`src/rtl/div_pkg.sv`:
```
// Shared types and constants for the bit-serial restoring divider.
package div_pkg;

  localparam int unsigned DIV_W = 16;
  localparam int unsigned CNT_W = 4;

  typedef enum logic [1:0] {
    IDLE = 2'd0,
    RUN  = 2'd1,
    DONE = 2'd2
  } state_t;

  localparam logic [CNT_W-1:0] LAST_STEP = 4'hF;
  localparam logic [DIV_W-1:0] DIV0_QUOT = 16'hFFFF;

endpackage

```
`src/rtl/div_step_seq.sv`:
```
// Sequencer and restore stage of the 16-bit restoring divider: drives the
// external sum stage, restores/subtracts, and owns the start/busy/done handshake.
module div_step_seq #(
  parameter int unsigned WIDTH = div_pkg::DIV_W,
  parameter int unsigned CNT_W = div_pkg::CNT_W
) (
  input  logic             clk,
  input  logic             rst,
  input  logic             start,
  input  logic [WIDTH-1:0] dividend,
  input  logic [WIDTH-1:0] divisor,
  output logic [WIDTH-1:0] dvd_q,
  output logic [WIDTH-1:0] sum_a,
  output logic [CNT_W-1:0] count,
  output logic             en_sum,
  input  logic [WIDTH-1:0] sum_in,
  output logic             busy,
  output logic             done,
  output logic [WIDTH-1:0] quotient,
  output logic [WIDTH-1:0] remainder,
  output logic             div_zero
);

  import div_pkg::*;

  state_t           state, state_next;
  logic [WIDTH-1:0] div_q;
  logic [WIDTH-1:0] rem;
  logic [WIDTH-1:0] rem_next;
  logic             sub_ok;
  logic             busy_d, done_d, en_sum_d;

  // rem[15] is always 0 in RUN, so dropping it here loses nothing
  assign sum_a = {rem[WIDTH-2:0], 1'b0};

  // Restoring step: subtract only when the partial remainder covers the divisor
  always_comb begin
    sub_ok   = (sum_in >= div_q);
    rem_next = sub_ok ? WIDTH'(sum_in - div_q) : sum_in;
  end

  // State register
  always_ff @(posedge clk) begin
    if (rst) state <= IDLE;
    else     state <= state_next;
  end

  // Next-state logic
  always_comb begin
    state_next = state;
    unique case (state)
      IDLE: begin
        if (start) state_next = (divisor == '0) ? DONE : RUN;
      end
      RUN: begin
        if (count == LAST_STEP) state_next = DONE;
      end
      DONE:    state_next = IDLE;
      default: state_next = IDLE;
    endcase
  end

  // Output decode from the upcoming state, registered below
  always_comb begin
    busy_d   = 1'b0;
    done_d   = 1'b0;
    en_sum_d = 1'b0;
    unique case (state_next)
      RUN: begin
        busy_d   = 1'b1;
        en_sum_d = 1'b1;
      end
      DONE: begin
        busy_d = 1'b1;
        done_d = 1'b1;
      end
      default: ;
    endcase
  end

  always_ff @(posedge clk) begin
    if (rst) begin
      busy   <= 1'b0;
      done   <= 1'b0;
      en_sum <= 1'b0;
    end else begin
      busy   <= busy_d;
      done   <= done_d;
      en_sum <= en_sum_d;
    end
  end

  // Operand capture and per-step datapath
  always_ff @(posedge clk) begin
    if (rst) begin
      dvd_q     <= '0;
      div_q     <= '0;
      rem       <= '0;
      count     <= '0;
      quotient  <= '0;
      remainder <= '0;
      div_zero  <= 1'b0;
    end else begin
      unique case (state)
        IDLE: begin
          if (start) begin
            dvd_q    <= dividend;
            div_q    <= divisor;
            rem      <= '0;
            count    <= '0;
            quotient <= '0;
            div_zero <= 1'b0;
            if (divisor == '0) begin
              quotient  <= DIV0_QUOT;
              remainder <= dividend;
              div_zero  <= 1'b1;
            end
          end
        end
        RUN: begin
          rem      <= rem_next;
          quotient <= {quotient[WIDTH-2:0], sub_ok};
          count    <= CNT_W'(count + 1'b1);
          if (count == LAST_STEP) remainder <= rem_next;
        end
        default: ;
      endcase
    end
  end

endmodule

```
`config.mk`:
```
export PLATFORM = sky130hd
export DESIGN_NAME = div_step_seq
export DESIGN_NICKNAME = d
export VERILOG_FILES = /design/src/rtl/div_pkg.sv /design/src/rtl/div_step_seq.sv
export SDC_FILE = /design/constraint.sdc
export NUM_CORES = 1
export LEC_CHECK = 0
export BUFFER_PORTS_ARGS = -buffer_cell sky130_fd_sc_hd__buf_2
export CAP_MARGIN = 10
export CORE_UTILIZATION = 53
export DETAILED_ROUTE_END_ITERATION = 7
export PLACE_DENSITY = 0.81
export SLEW_MARGIN = 20
export SYNTH_ARGS = -nofsm -noshare
export SYNTH_HDL_FRONTEND = slang
export SYNTH_SLANG_ARGS = --single-unit
```
`constraint.sdc`:
```
create_clock -name clk -period 3.5 [get_ports clk]
set_input_delay 0.35 -clock clk [delete_from_list [all_inputs] [get_ports clk]]
set_output_delay 0.35 -clock clk [all_outputs]
set_load 0.01 [all_outputs]
```
Yosys cells after proc, flatten, opt, wreduce, memory -nomap -nowiden
Cells that the tools add are included.
Widths: inputs -> output; s select.
- shifts and indexed selects: 0
- $add $sub $neg: 2
- reductions and logical operators: 7
- magnitude comparators: 1
- multiplexer cells: 20
- $mul: 0
- divide/modulo/power cells: 0
- eq/ne operators: 7
- bitwise operators: 0
- operators by type and width (cell ; count):
    $mux 16 ; 6
    $pmux 16 s2 ; 2
    $pmux 15 s2 ; 1
    $ge 16x16->1 ; 1
    $logic_not 16->1 ; 1
    $sub 16x16->16 ; 1
    $mux 15 ; 1
    $pmux 4 s2 ; 1
    $mux 2 ; 3
    $ne 2x2->1 const B ; 3
    $add 4x1->4 const B ; 1
    $eq 2x1->1 const B ; 2
    $eq 4x4->1 const B ; 1
    $mux 1 ; 4
    $mux 4 ; 1
    $pmux 2 s2 ; 1
    $reduce_and 2->1 ; 2
    $reduce_and 4->1 ; 1
    $eq 2x2->1 const B ; 1
    $logic_not 2->1 ; 1
    $reduce_bool 2->1 ; 1
    $reduce_or 2->1 ; 1
- bits in latches: 0
- bits in read-only memories: 0
- memory bits (writable): 0
- output and inout port bits: 72
- bits in registers: 89
- memories: 0
- bits of input ports: 51

Longest topological paths before layout
- depth in word-level cells: 7
- depth in mapped cells: 11

Worst setup path after synthesis
OpenSTA, ideal clock, no wires.
- kind: input port to flip-flop
- start: input sum_in[0]
- end: register remainder[8]
- library setup time: 137 ps
- slack: 962 ps
- buffers on the path: 2
- cell stages on the path: 11
- arrival time: 2401 ps
- cells stage by stage: inv_1 > ha_1 > fa_1 > nor2b_4 > o31a_4 > o311a_4 > or3_1 > buf_2 > buf_4 > o221ai_1 > a211oi_1
- cells in the longest elaborated chain, start to end: 4
- elaborated cells between the ends (all ways): 5
- RTL lines (element ; RTL line ; source):
    from (decl) ; div_step_seq.sv:16 ; input logic [WIDTH-1:0] sum_in,
    $sub 16x16->16 or $ge 16x16->1 (tied branches) ; div_step_seq.sv:39, div_step_seq.sv:38 ;
    $mux 16 (*) ; div_step_seq.sv:39 ; rem_next = sub_ok ? WIDTH'(sum_in - div_q) : sum_in;
    $mux 16 (*) ; div_step_seq.sv:124 ; if (count == LAST_STEP) remainder <= rem_next;
    $pmux 16 s2 (*) ; div_step_seq.sv:104 ; unique case (state)
    to (signal assigned) ; div_step_seq.sv:115 ; remainder <= dividend;
    to (signal assigned) ; div_step_seq.sv:124 ;
    to (decl) ; div_step_seq.sv:20 ; output logic [WIDTH-1:0] remainder,
Every way passes the cells marked *; elsewhere a longest branch is shown, timed or not. The select of a mux whose other input is x is not followed.
A chain may end at the register's enable or synchronous reset.

Worst setup path after layout
- start: register div_q[9]
- end: register remainder[1]
- cells in the longest elaborated chain, start to end: 4
- RTL lines (element ; RTL line ; source):
    from (decl) ; div_step_seq.sv:27 ; logic [WIDTH-1:0] div_q;
    from (signal assigned) ; div_step_seq.sv:108 ; div_q <= divisor;
    $ge 16x16->1 ; div_step_seq.sv:38 ; sub_ok = (sum_in >= div_q);
    $mux 16 ; div_step_seq.sv:39 ;
    $mux 16 ; div_step_seq.sv:124 ;
    $pmux 16 s2 ; div_step_seq.sv:104 ;
Every way passes these cells. The select of a mux whose other input is x is not followed.

==> impl_metrics.sql <==
INSERT INTO impl_metrics (metric_group, metric, value, unit) VALUES
('power', 'power_per_cell_area', '421', 'nW/um^2'),
('critical_path', 'end_kind', 'flip-flop', ''),
('synth', 'synthFlopType', 'sky130_fd_sc_hd__dfxtp_1', ''),
('timing', 'final.setup.tns', '0', 'ns'),
('global_route', 'grt_antenna_before_repair', '0', ''),
('drt', 'detail_route.first_pass.iterations', '5', ''),
('synth', 'yosysWarningCount', '0', ''),
('drt', 'detail_route.iter0.violations', '217', ''),
('floorplan', 'initial_utilization', '54.5', '%'),
('floorplan', 'fp.dieH', '93.7', 'um'),
('timing', 'clock.fmax', '345', 'MHz'),
('cts', 'cts-resized-gates', '0', ''),
('critical_path', 'setup.reg_to_reg.worst_slack', '0.60', 'ns'),
('global_route', 'number_of_global_route_vias_before_repair', '4163', ''),
('timing', 'timing.final.max_slew_violations', '0', ''),
('floorplan', 'floorplan.io_pins', '123', ''),
('timing', 'worst_pin_slew', '1.03', 'ns'),
('timing', 'min_period_over_period', '82.9', '%'),
('cts', 'tritoncts', 'done', ''),
('synth', 'postSynthCellCount', '558', ''),
('cts', 'post_cts_buffers', '0', ''),
('cts', 'clkLatencyLatePin', '0.37', 'ns'),
('drt', 'detailed_route_wl', '13.1', 'mm'),
('synth', 'synth_edf_count', '0', ''),
('critical_path', 'crit_path_start_kind', 'flip-flop', ''),
('cts', 'postCtsHoldBufs', '0', ''),
('synth', 'post_synth_instance_area', '4450', 'um^2'),
('drt', 'wl_per_cell', '17.0', 'um'),
('timing', 'postLayoutSetupSlackWorst', '0.598', 'ns'),
('synth', 'post_synth_num_cell_types', '56', ''),
('drt', 'detail_route.drc_violations', '0', ''),
('run_status', 'run_status', 'finished clean', ''),
('synth', 'synth-async-reset-ratio', '0', '%'),
('power', 'worst_vdd_drop', '0.000258', 'V'),
('cts', 'clk_pin_slew_worst_paths', '0.10', 'ns'),
('global_route', 'grt_overflow_total', '0', ''),
('global_route', 'grt_pass1_wl', '20.6', 'mm'),
('drt', 'route.detailed.vias_per_inst', '5.90', ''),
('global_route', 'grt_max_degree', '56', ''),
('synth', 'yosysSeqAreaShare', '40.0', '%'),
('timing', 'report.final.setup_viol', '0', ''),
('job', 'maxCapViolations', '0', ''),
('layout', 'post-route-util', '64.6', '%'),
('place', 'detailed_placer_s_ending_hpwl', '9.77', 'mm'),
('synth', 'synth_area_per_cell', '7.98', 'um^2'),
('floorplan', 'dieWidth', '93.7', 'um'),
('critical_path', 'crit_arrival', '3.20', 'ns'),
('critical_path', 'critical_path.max_fanout', '15', ''),
('worst_hold_path', 'hold_ep', 'div_q[8]', ''),
('place', 'gp_routability_congestion', '0.903', ''),
('floorplan', 'std_cell_rows', '33', ''),
('layout', 'layout-drive-gt1-share', '22.9', '%'),
('worst_hold_path', 'worst_hold_startpoint', 'divisor[8]', ''),
('synth', 'synthesis.nets', '629', ''),
('place', 'dpl_worst_slack', '0.517', 'ns'),
('drt', 'via_total_after_detailed_routing', '4557', ''),
('critical_path', 'reg2reg_to', 'remainder[1]', ''),
('cts', 'depth_of_the_cts_h_tree', '3', ''),
('floorplan', 'die-area', '8780', 'um^2'),
('place', 'io_buffer_count', '121', ''),
('critical_path', 'crit_required', '3.79', 'ns'),
('worst_hold_path', 'hold_path_class', 'input pin to flip-flop', ''),
('timing', 'worst_clock_skew', '0.0127', 'ns'),
('layout', 'synthToLayoutAreaGrowth', '18.5', '%'),
('timing', 'grt_setup_unrepaired', 'false', ''),
('cts', 'clock_path_buffers', '2', ''),
('drt', 'antenna_nets_post_route', '0', ''),
('critical_path', 'critPathKind', 'flip-flop to flip-flop', ''),
('global_route', 'grt.total_usage', '30.5', '%'),
('cts', 'tritoncts_sink_count', '89', ''),
('timing', 'layout_min_cycle_time', '2.90', 'ns'),
('timing', 'slew_headroom', '31.1', '%'),
('cts', 'cts_made_buffers', '9', ''),
('critical_path', 'worst-r2r-cell-count', '8', ''),
('power', 'power.static_leakage', '0.00231', 'uW'),
('cts', 'clockRootBuffer', 'sky130_fd_sc_hd__clkbuf_8', ''),
('layout', 'insertedDiodeCount', '0', ''),
('critical_path', 'worstReg2RegStart', 'div_q[9]', ''),
('layout', 'count_of_nets_after_finishing', '733', ''),
('timing', 'finalHoldViolCount', '0', ''),
('synth', 'synth-seq-cells', '89', ''),
('floorplan', 'coreArea', '8180', 'um^2'),
('worst_hold_path', 'hold-path-cell-count', '3', '');
==> placed cells by master (no fill, tap or decap), types with 3 or more instances in the layout <==
cell type	n
sky130_fd_sc_hd__a211o_1	3
sky130_fd_sc_hd__a211oi_1	5
sky130_fd_sc_hd__a21boi_0	5
sky130_fd_sc_hd__a21o_1	4
sky130_fd_sc_hd__a21oi_1	73
sky130_fd_sc_hd__a221o_1	3
sky130_fd_sc_hd__a22oi_1	17
sky130_fd_sc_hd__a31oi_1	4
sky130_fd_sc_hd__a32oi_1	6
sky130_fd_sc_hd__and2_1	3
sky130_fd_sc_hd__buf_2	121
sky130_fd_sc_hd__buf_4	7
sky130_fd_sc_hd__clkbuf_8	9
sky130_fd_sc_hd__clkinvlp_4	3
sky130_fd_sc_hd__dfxtp_1	89
sky130_fd_sc_hd__ha_1	19
sky130_fd_sc_hd__inv_1	30
sky130_fd_sc_hd__mux2i_1	8
sky130_fd_sc_hd__nand2_1	95
sky130_fd_sc_hd__nand2b_1	5
sky130_fd_sc_hd__nand3_1	12
sky130_fd_sc_hd__nand4_1	4
sky130_fd_sc_hd__nor2_1	32
sky130_fd_sc_hd__nor2b_1	4
sky130_fd_sc_hd__nor3_1	7
sky130_fd_sc_hd__nor4_1	9
sky130_fd_sc_hd__o21a_1	4
sky130_fd_sc_hd__o21ai_0	29
sky130_fd_sc_hd__o22ai_1	7
sky130_fd_sc_hd__or3_1	4
sky130_fd_sc_hd__xnor2_1	8
==> state kept, by name (all words and copies together), names as in the netlist <==
signal / count
dvd_q: 16
busy: 1
div_q: 16
en_sum: 1
done: 1
count: 4
remainder: 16
state: 2
quotient: 16
div_zero: 1
rem: 15
==> layer usage <==
metal / track usage (%) / share of wire (%) / up-vias
li1: - / - / 2190
met1: 38.3 / 43 / 2154
met2: 50.6 / 47 / 180
met3: 5.18 / 6.7 / 33
met4: 14.9 / 3.2 / 0
met5: 0 / 0 / -
==> cell usage after synthesis (3+ instances only) <==
cell                       count  share of area [%]
sky130_fd_sc_hd__a21oi_1      73                8.2
sky130_fd_sc_hd__buf_2         5               0.56
sky130_fd_sc_hd__a21o_1        4               0.67
sky130_fd_sc_hd__nor3_1        7               0.79
sky130_fd_sc_hd__a21boi_0      5               0.84
sky130_fd_sc_hd__nor2_1       32                2.7
sky130_fd_sc_hd__xnor2_1       8                1.6
sky130_fd_sc_hd__inv_1        30                2.5
sky130_fd_sc_hd__clkbuf_1     24                2.0
sky130_fd_sc_hd__ha_1         19                5.3
sky130_fd_sc_hd__o22ai_1       7               0.98
sky130_fd_sc_hd__nand3_1      12                1.3
sky130_fd_sc_hd__a32oi_1       6                1.2
sky130_fd_sc_hd__a31oi_1       4               0.56
sky130_fd_sc_hd__a211oi_1      5               0.84
sky130_fd_sc_hd__a22oi_1      17                2.9
sky130_fd_sc_hd__nor4_1        9                1.3
sky130_fd_sc_hd__o21ai_0      29                3.3
sky130_fd_sc_hd__nand4_1       4               0.56
sky130_fd_sc_hd__and2_1        3               0.42
sky130_fd_sc_hd__buf_1         4               0.34
sky130_fd_sc_hd__or3_1         4               0.56
sky130_fd_sc_hd__nand2_1      95                8.0
sky130_fd_sc_hd__mux2i_1       8                1.8
sky130_fd_sc_hd__dfxtp_1      89                 40
sky130_fd_sc_hd__a211o_1       3               0.59
sky130_fd_sc_hd__nor2b_1       5               0.70
sky130_fd_sc_hd__nand2b_1      5               0.70
sky130_fd_sc_hd__o21a_1        4               0.67
sky130_fd_sc_hd__a221o_1       3               0.67
==> worst max-delay path, stage by stage (launching register included) <==
cell and delay (ns):
sky130_fd_sc_hd__dfxtp_1 0.36, sky130_fd_sc_hd__inv_1 0.06, sky130_fd_sc_hd__ha_1 0.39, sky130_fd_sc_hd__a21oi_4 0.17, sky130_fd_sc_hd__o21ai_0 0.14, sky130_fd_sc_hd__a211o_1 0.41
sky130_fd_sc_hd__or3_1 0.68, sky130_fd_sc_hd__a211o_1 0.42, sky130_fd_sc_hd__a211oi_2 0.18
==> where the power goes <==
group	switching [uW]	total [uW]	leakage (uW)	internal [uW]
Sequential	23.0	1080	0.000725	1050
Clock	398	664	0.0000810	267
Combinational	304	482	0.00150	178
Total	725	2220	0.00231	1500
==> cell families (layout without fill, tap and decap cells) <==
family	after synthesis	after routing	share of synthesized area (%)
AOI/OAI and AO/OA	180	180	26.0
adders and majority gates	20	20	5.79
and+or+nand+nor	184	184	18.5
other	1	1	0.0842
DFF	89	89	40.0
buffers and inverters	66	175	5.87
muxes	8	8	1.80
xor gates and xnor gates	10	10	1.97
==> worst max-delay path by stage <==
stage	cells past startpoint	to	from	slack (ns)
2_1_floorplan	11	remainder[8]	sum_in[0]	0.96
3_3_place_gp	8	remainder[0]	sum_in[9]	0.58
3_5_place_dp	8	remainder[1]	sum_in[9]	0.52
4_1_cts	8	remainder[1]	div_q[9]	0.60
5_1_grt	8	remainder[1]	div_q[14]	0.44
6_report	8	remainder[1]	div_q[9]	0.60
==> stage by stage <==
stage / hold slack, ns / power [uW] / area [um^2] / std cells
after floorplan: 0.436 / 1410 / 4450 / 558
after global placement: 0.433 / 1570 / 5100 / 756
after detailed placement: 0.439 / 1570 / 5100 / 756
after CTS: 0.207 / 2230 / 5280 / 772
after global routing: 0.221 / 2330 / 5280 / 772
final: 0.216 / 2220 / 5280 / 772
==> layout make-up <==
| class | instances | area [um^2] |
|---|---|---|
| clock inverters | 6 | 51.3 |
| flip-flops and latches | 89 | 1780 |
| repair buffers | 128 | 658 |
| multi-input cells | 403 | 2410 |
| inverters | 31 | 116 |
| clock buffers | 10 | 128 |
| fillers | 729 | 2900 |
| well taps | 105 | 131 |
(Power assumes the default switching activity.)
